`config.mk`:
```
export PLATFORM = sky130hd
export DESIGN_NAME = t02_wishbone_subordinate
export DESIGN_NICKNAME = d
export VERILOG_FILES = /design/src/rtl/t02_wishbone_subordinate.sv
export SDC_FILE = /design/constraint.sdc
export NUM_CORES = 2
export LEC_CHECK = 0
export CAP_MARGIN = 30
export CORE_ASPECT_RATIO = 1.25
export CORE_MARGIN = 5
export CORE_UTILIZATION = 45
export DETAILED_ROUTE_END_ITERATION = 12
export GPL_TIMING_DRIVEN = 0
export SLEW_MARGIN = 10
export SYNTH_ARGS = -nofsm -noshare
export SYNTH_HDL_FRONTEND = slang
export SYNTH_SLANG_ARGS = --single-unit
```
`constraint.sdc`:
```
create_clock -name clk -period 2.3 [get_ports clk]
set_input_delay 0.46 -clock clk [delete_from_list [all_inputs] [get_ports clk]]
set_output_delay 0.46 -clock clk [all_outputs]
set_load 0.01 [all_outputs]
```
`src/rtl/t02_wishbone_subordinate.sv`:
```
// Wishbone classic-cycle subordinate: word-addressed register bank behind a base-address window,
// one ACK/ERR pulse per request after WAIT_STATES idle cycles, then one recovery cycle.
module t02_wishbone_subordinate #(
  parameter logic [31:0] BASE_ADDR   = 32'h3000_0000,
  parameter int unsigned DEPTH       = 32,
  parameter int unsigned WAIT_STATES = 1
) (
  input  logic        clk,
  input  logic        nrst,
  input  logic        CYC_I,
  input  logic        STB_I,
  input  logic        WE_I,
  input  logic [31:0] ADR_I,
  input  logic [31:0] DAT_I,
  input  logic [3:0]  SEL_I,
  output logic [31:0] DAT_O,
  output logic        ACK_O,
  output logic        ERR_O
);

  localparam int unsigned IdxW = (DEPTH > 1) ? $clog2(DEPTH) : 1;
  localparam logic [31:0] Span = 32'(4 * DEPTH);

  localparam logic [1:0] StIdle    = 2'd0;
  localparam logic [1:0] StWait    = 2'd1;
  localparam logic [1:0] StResp    = 2'd2;
  localparam logic [1:0] StRecover = 2'd3;

  logic [1:0]      state_q, state_d;
  logic [3:0]      cnt_q, cnt_d;
  logic [IdxW-1:0] idx_q;
  logic [31:0]     wdat_q;
  logic [3:0]      sel_q;
  logic            we_q, hit_q;
  logic            ack_q, ack_d, err_q, err_d;
  logic [31:0]     rdat_q, rdat_d;
  logic [31:0]     mem_q [DEPTH];

  logic            req;
  logic [31:0]     offset;
  logic            hit_in;
  logic [IdxW-1:0] idx_in;
  logic            enter_resp;

  assign req    = CYC_I & STB_I;
  assign offset = ADR_I - BASE_ADDR;
  assign hit_in = (ADR_I >= BASE_ADDR) && (offset < Span) && (ADR_I[1:0] == 2'b00);
  assign idx_in = offset[IdxW+1:2];

  // With zero wait states the response is launched from IDLE, before anything is latched.
  logic            cur_we, cur_hit;
  logic [IdxW-1:0] cur_idx;
  logic [31:0]     cur_dat;
  logic [3:0]      cur_sel;
  logic [31:0]     cur_mask;

  assign cur_we   = (state_q == StIdle) ? WE_I   : we_q;
  assign cur_hit  = (state_q == StIdle) ? hit_in : hit_q;
  assign cur_idx  = (state_q == StIdle) ? idx_in : idx_q;
  assign cur_dat  = (state_q == StIdle) ? DAT_I  : wdat_q;
  assign cur_sel  = (state_q == StIdle) ? SEL_I  : sel_q;
  assign cur_mask = {{8{cur_sel[3]}}, {8{cur_sel[2]}}, {8{cur_sel[1]}}, {8{cur_sel[0]}}};

  always_comb begin
    state_d    = state_q;
    cnt_d      = cnt_q;
    enter_resp = 1'b0;
    unique case (state_q)
      StIdle: begin
        if (req) begin
          if (WAIT_STATES == 0) begin
            state_d    = StResp;
            enter_resp = 1'b1;
          end else begin
            state_d = StWait;
            cnt_d   = 4'(WAIT_STATES - 1);
          end
        end
      end
      StWait: begin
        if (!req) begin
          state_d = StIdle;
        end else if (cnt_q == 4'd0) begin
          state_d    = StResp;
          enter_resp = 1'b1;
        end else begin
          cnt_d = cnt_q - 4'd1;
        end
      end
      StResp:    state_d = StRecover;
      StRecover: state_d = StIdle;
      default:   state_d = StIdle;
    endcase
  end

  always_comb begin
    ack_d  = enter_resp & cur_hit;
    err_d  = enter_resp & ~cur_hit;
    rdat_d = 32'h0;
    if (enter_resp && cur_hit && !cur_we) begin
      rdat_d = mem_q[cur_idx] & cur_mask;
    end
  end

  always_ff @(posedge clk or negedge nrst) begin
    if (!nrst) begin
      state_q <= StIdle;
      cnt_q   <= 4'd0;
      idx_q   <= '0;
      wdat_q  <= 32'h0;
      sel_q   <= 4'h0;
      we_q    <= 1'b0;
      hit_q   <= 1'b0;
      ack_q   <= 1'b0;
      err_q   <= 1'b0;
      rdat_q  <= 32'h0;
    end else begin
      state_q <= state_d;
      cnt_q   <= cnt_d;
      ack_q   <= ack_d;
      err_q   <= err_d;
      rdat_q  <= rdat_d;
      if (state_q == StIdle && req) begin
        idx_q  <= idx_in;
        wdat_q <= DAT_I;
        sel_q  <= SEL_I;
        we_q   <= WE_I;
        hit_q  <= hit_in;
      end
    end
  end

  always_ff @(posedge clk or negedge nrst) begin
    if (!nrst) begin
      for (int i = 0; i < int'(DEPTH); i++) begin
        mem_q[i] <= 32'h0;
      end
    end else if (enter_resp && cur_hit && cur_we) begin
      for (int b = 0; b < 4; b++) begin
        if (cur_sel[b]) begin
          mem_q[cur_idx][8*b +: 8] <= cur_dat[8*b +: 8];
        end
      end
    end
  end

  assign ACK_O = ack_q;
  assign ERR_O = err_q;
  assign DAT_O = rdat_q;

endmodule

```
[Yosys cells after proc, flatten, opt, wreduce, memory -nomap -nowiden]
Index checks and enable logic that the tools add are counted.
Cells by class
  add/sub/neg operators: 2
  $lt $le $gt $ge: 4
  equality and inequality tests: 7
  muxes and demuxes: 39
  bitwise logic cells: 6
  reduce and logical (&&, ||, !) cells: 14
Operators with widths (number)
  $mux W1024: 7
  $bwmux W1024: 4
  $demux W32 S5: 4
  $bmux W32 S5: 1
  $mux W32: 5
  $and A32 B32 Y32: 1
  $ge A32 B30 Y1 const B: 1
  $lt A32 B8 Y1 const B: 1
  $sub A32 B30 Y32 const B: 1
  $mux W24: 1
  $mux W16: 1
  $mux W4: 4
  $mux W8: 1
  $pmux W2 S4: 1
  $pmux W4 S2: 1
  $logic_and A1 B1 Y1: 7
  $ge A6 B6 Y1 const B: 1
  $lt A6 B1 Y1 const B: 1
  $mux W2: 3
  $ne A2 B2 Y1 const B: 3
  $not A5 Y6: 1
  $mux W1: 5
  $mux W5: 1
  $eq A2 B2 Y1 const B: 2
  other kinds (11): 14
Word-level totals
  register bits after elaboration: 1107
  word-level logic and storage cells: 114

[Logic depth before layout (Yosys ltp)]
  word-level depth: 18
  depth in mapped cells: 11
  depth with buffers taken out: 8

[Worst setup path after synthesis]
OpenSTA, ideal clock, no wires.
  path type: flip-flop to flip-flop
  from: reg cnt_q[0]
  to: reg mem_q[750] in the netlist's numbering
  setup time: 0.132 ns
  arrival time: 2.016 ns
  required time: 2.168 ns
  setup slack: 0.152 ns
  cell stages (with the launch flop): 11
  path buffers: 2
  period minus slack after synthesis: 2.148 ns
  cell sequence: dfrtp_1 > inv_1 > ha_1 > and4bb_1 > o2111ai_4 > nor2_4 > buf_4 > nand3_4 > buf_2 > nand2_1 > o21ai_1
On the way
  word-level cells in the longest chain between the ends: 6
RTL lines
  start, declared: RTL line 30  | logic [3:0] cnt_q, cnt_d;
  start signal, assigned: RTL line 119  | cnt_q <= cnt_d;
  $logic_not A4 Y1: RTL line 83  | end else if (cnt_q == 4'd0) begin
  $mux W1: RTL line 83
  $mux W1: RTL line 81  | if (!req) begin
  $mux W1: RTL line 68  | unique case (state_q)
  $logic_and A1 B1 Y1 (2 in a row): RTL line 138  | end else if (enter_resp && cur_hit && cur_we) begin
  end signal, assigned by index: RTL line 141  | mem_q[cur_idx][8*b +: 8] <= cur_dat[8*b +: 8];
  end, declared: RTL line 37  | logic [31:0] mem_q [DEPTH];
Every way passes these cells.
A chain may end at the register's enable or synchronous reset.

[Worst setup path after layout]
  from: reg state_q[0]
  to: reg rdat_q[11] (netlist: DAT_O[11])
On the way
  word-level cells in the longest chain between the ends: 8
  elaborated cells between the ends (all ways): 16
  classes of those cells: eq/ne (1); mux (9); bitwise (2); reduce/logical (4)
RTL lines
  start, declared: RTL line 29  | logic [1:0] state_q, state_d;
  start signal, assigned: RTL line 107  | state_q <= StIdle;
  start signal, assigned: RTL line 118  | state_q <= state_d;
  $logic_not A2 Y1
  $mux W5: RTL line 59  | assign cur_idx = (state_q == StIdle) ? idx_in : idx_q;
  $not A5 Y6 (implied by the code): RTL line 101  | rdat_d = mem_q[cur_idx] & cur_mask;
  $bmux W32 S5: RTL line 101
  $mux W32 (implied by the code) (2 in a row): RTL line 101
  $and A32 B32 Y32: RTL line 101
  $mux W32 *: RTL line 100  | if (enter_resp && cur_hit && !cur_we) begin
  net rdat_d[11]: RTL line 36  | logic [31:0] rdat_q, rdat_d;
  end signal, assigned: RTL line 122  | rdat_q <= rdat_d;
  end, declared: RTL line 36
Mark *: on every way through the listed nets, which the timed path passes. The rest lies on a longest branch. The select of a mux whose other input is x is not followed.

==> summary.md <==
| Metric | Value |
|---|---|
| Status | finished with violations |
| Failing checks | hold timing, setup timing |
| Number of global-route vias before repair | 39380 |
| Largest cells by area after synthesis | dfrtp_1 (58%), nand2_1 (8.4%), o21ai_1 (8.1%) |
| F_max | 336.3 MHz |
| Post-Syn Nets | 4839 |
| Chip height | 374.1 um |
| Total power | 0.07918 W |
| Largest net degree at the start of global routing | 160 |
| Final setup viols | 1049 |
| Layout cell share with drive strength beyond 1 | 0.2607 |
| Core area | 105300 um^2 |
| Chip width | 301.3 um |
| Family with the most delay on the worst path | simple AND/OR/NAND/NOR gates |
| Ys async rst share | 1.000 |
| Vias | 43240 |
| Worst-path clk slew | 0.06 ns |
| # DRC | 0 |
| First-pass GRT wire length | 280.3 mm |
| CP required | 2.93 ns |
| Hold slack | -0.3666 ns |
| Worst min-delay path category | input pin to asynchronous set/reset pin |
| Layout Nets | 5400 |
| CP max FO | 10 |
| RSZ-0062 raised after global routing | true |
| Remaining Overflow, GRT | 0 |
| Initial antenna violation count | 8 |
| Static Leakage | 27.14 nW |
| Area after DPL | 50940 um^2 |
| Final worst path period share | 1.293 |
| Slowest cell delay on critical path | 0.48 ns |
| Post-synthesis cell count | 4764 |
| Final Hold Viols | 94 |
| Post-route setup slack | -0.6739 ns |
| Clock latency on the worst-skew pair | 0.76 ns |
| Number of synthesized register bits | 1107 |
| Initial core utilization | 0.4530 |
| IO buf count | 106 |
| Final count of pins violating max slew | 0 |
| Gr usage total | 0.3426 |
| Most frequent cell after synthesis | dfrtp_1 |
| Worst Skew | 0.04670 ns |
| TNS Setup | -271.86 ns |
| Clk buf depth | 3 |
| Max H-tree Level | 3 |
| Kind of critical path | flip-flop to flip-flop |
| Number of cell rows | 133 |
| Least-Margin Pin Slew | 0.8799 ns |
| CTS Buf Count | 112 |
| Area share of the largest cell type after synthesis | 0.5805 |
| CP Launch Type | flip-flop |
| # IOs | 107 |
| Post-route cell area | 63180 um^2 |
| Cell breakdown of the critical path | buf_6, or2_4, buf_12, buf_12, mux2_4, buf_16, buf_8, o22ai_1, o21ai_1, nand4_1, nor3_4 |
| Final WL | 209.8 mm |
| Top cells by count, synth | dfrtp_1 (1107), nand2_1 (1066), o21ai_1 (768) |
| Cell area after synthesis | 47720 um^2 |
| Worst EP arrival | 3.61 ns |
| Routed len/inst | 30.67 um |
| TritonRoute pass-1 iters | 7 |
| Final antenna-violating net count | 0 |
| Ys flop type | dfrtp_1 |
| Detailed Route Iter0 Violations | 5731 |
| Crit. End Element | flip-flop |
| Detailed Place HPWL | 134.2 mm |
| Root Driver | clkbuf_16 |
| Clock sinks | 1107 |
| Finished Layout Cells | 6840 |
| Pwr dens | 1253 nW/um^2 |
| WP buf/inv | 5 |
| Placed insts | 6307 |
| Vias/cell | 6.321 |
| Critical path's slowest cell | nand4_1 |
| Post-synth EDFFs | 0 |
| Sequential area share after synthesis | 0.5805 |
| CTS tree | yes |
| Mapped Avg Cell Area | 10.02 um^2 |
| P&R area growth vs syn | 32.41% |
| Die area | 112700 um^2 |
| Max_cap viols | 0 |
| Cell mode on critical path | buf_12 |
| Period minus WS final | 2.974 ns |
| Syn. warnings | 0 |
| Netlist cell types | 53 |
| Area leader, netlist | dfrtp_1 |
| Slew HR | 0.4134 |
| VDD IR max | 0.9080 mV |
| Gpl congestion | 0.9709 |
## cell type report
type                       instances  area [um^2]
tap                             1417         1773
sequential                      1107        27700
clock inverter                    42        514.2
clock buffer                     164         3288
inverter                           5        18.77
multi-input combinational       3239        19660
timing repair buffer             448         5443
buffer                           412         4771
antenna                            6        15.01
fill                            8603        42150
## kinds of logic after synthesis
kind of cell,after synthesis,share of synthesized area
compound gates,1809,0.2055
fa+ha+maj,2,0.0005243
xor+xnor,2,0.0003672
flops,1107,0.5805
mux,83,0.01967
simple gates,1343,0.1449
buf+inv,418,0.04846
## power breakdown
part / switching, W / leakage (nW) / internal, W
clock network: 0.00839 / 1.88 / 0.0108
logic: 0.0259 / 9.88 / 0.0138
registers: 0.000421 / 15.4 / 0.0199
total: 0.0347 / 27.1 / 0.0445
## registers in the layout, summed over array words and instances, names as in the netlist, named ones only
signal and flops:
mem_q 1024, DAT_O 32, wdat_q 32, idx_q 5, cnt_q 4, sel_q 4
ACK_O 1, ERR_O 1, hit_q 1, state_q 1, we_q 1
## placed cells by master, fill, tap and decap left out, types with 6 or more instances in the layout
master / count
clkbuf_16: 146
buf_6: 169
nor2_4: 14
o21ai_1: 798
nand2_2: 35
clkbuf_8: 36
clkbuf_4: 15
clkbuf_2: 54
buf_12: 121
o22ai_4: 12
diode_2: 6
clkbuf_1: 44
mux2i_2: 6
nand3_1: 22
clkdlybuf4s50_1: 105
o21ai_2: 130
o21ai_0: 347
buf_16: 34
bufinv_16: 8
nor3_4: 16
nand3_4: 121
mux2_2: 40
o21ai_4: 10
nand4_1: 33
o22ai_1: 486
dfrtp_1: 1107
nand3_2: 21
nand2_1: 1026
buf_4: 173
buf_2: 73
clkinv_2: 22
o22ai_2: 15
mux2i_4: 31
buf_8: 53
nor3_2: 16
## worst paths after layout
| kind | startpoint | endpoint | slack [ns] | cells after the start |
|---|---|---|---|---|
| worst max register to register | state_q[0] | DAT_O[11] | -0.67 | 11 |
| min in group clk | WE_I | we_q | 0.37 | 2 |
| worst max-delay path | state_q[0] | DAT_O[11] | -0.67 | 11 |
| worst min register to register | mem_q[16] | mem_q[16] | 0.48 | 2 |
| worst min-delay path | nrst | mem_q[615] | -0.37 | 1 |
| max in group asynchronous | nrst | mem_q[477] | 0.13 | 4 |
## layer usage
metal	track usage	part of all wire	vias to the layer above
li1	-	-	18150
met1	0.4456	0.36	21450
met2	0.4990	0.43	2752
met3	0.09350	0.12	886
met4	0.2354	0.093	6
met5	0	0.00028	-
## through the flow
step,worst slack (ns),hold WS [ns],utilization
global route,-0.6698,-0.3214,0.5997
finish,-0.6739,-0.3666,0.5998
CTS,-0.5062,-0.3575,0.5496
floorplan,0.1520,0.1644,-
global placement,-50.24,0.4611,0.4799
detailed placement,-1.776,0.4198,0.4835
## repair_timing
item | in CTS | in global routing
pin swaps | 112 | 108
setup buffers | 58 | 210
endpoints found under the hold margin | 94 | 94
cloned | 6 | 51
gates resized for setup | 684 | 885
endpoints found under the setup margin | 1078 | 1391
Power figures use the tool's default switching activity.
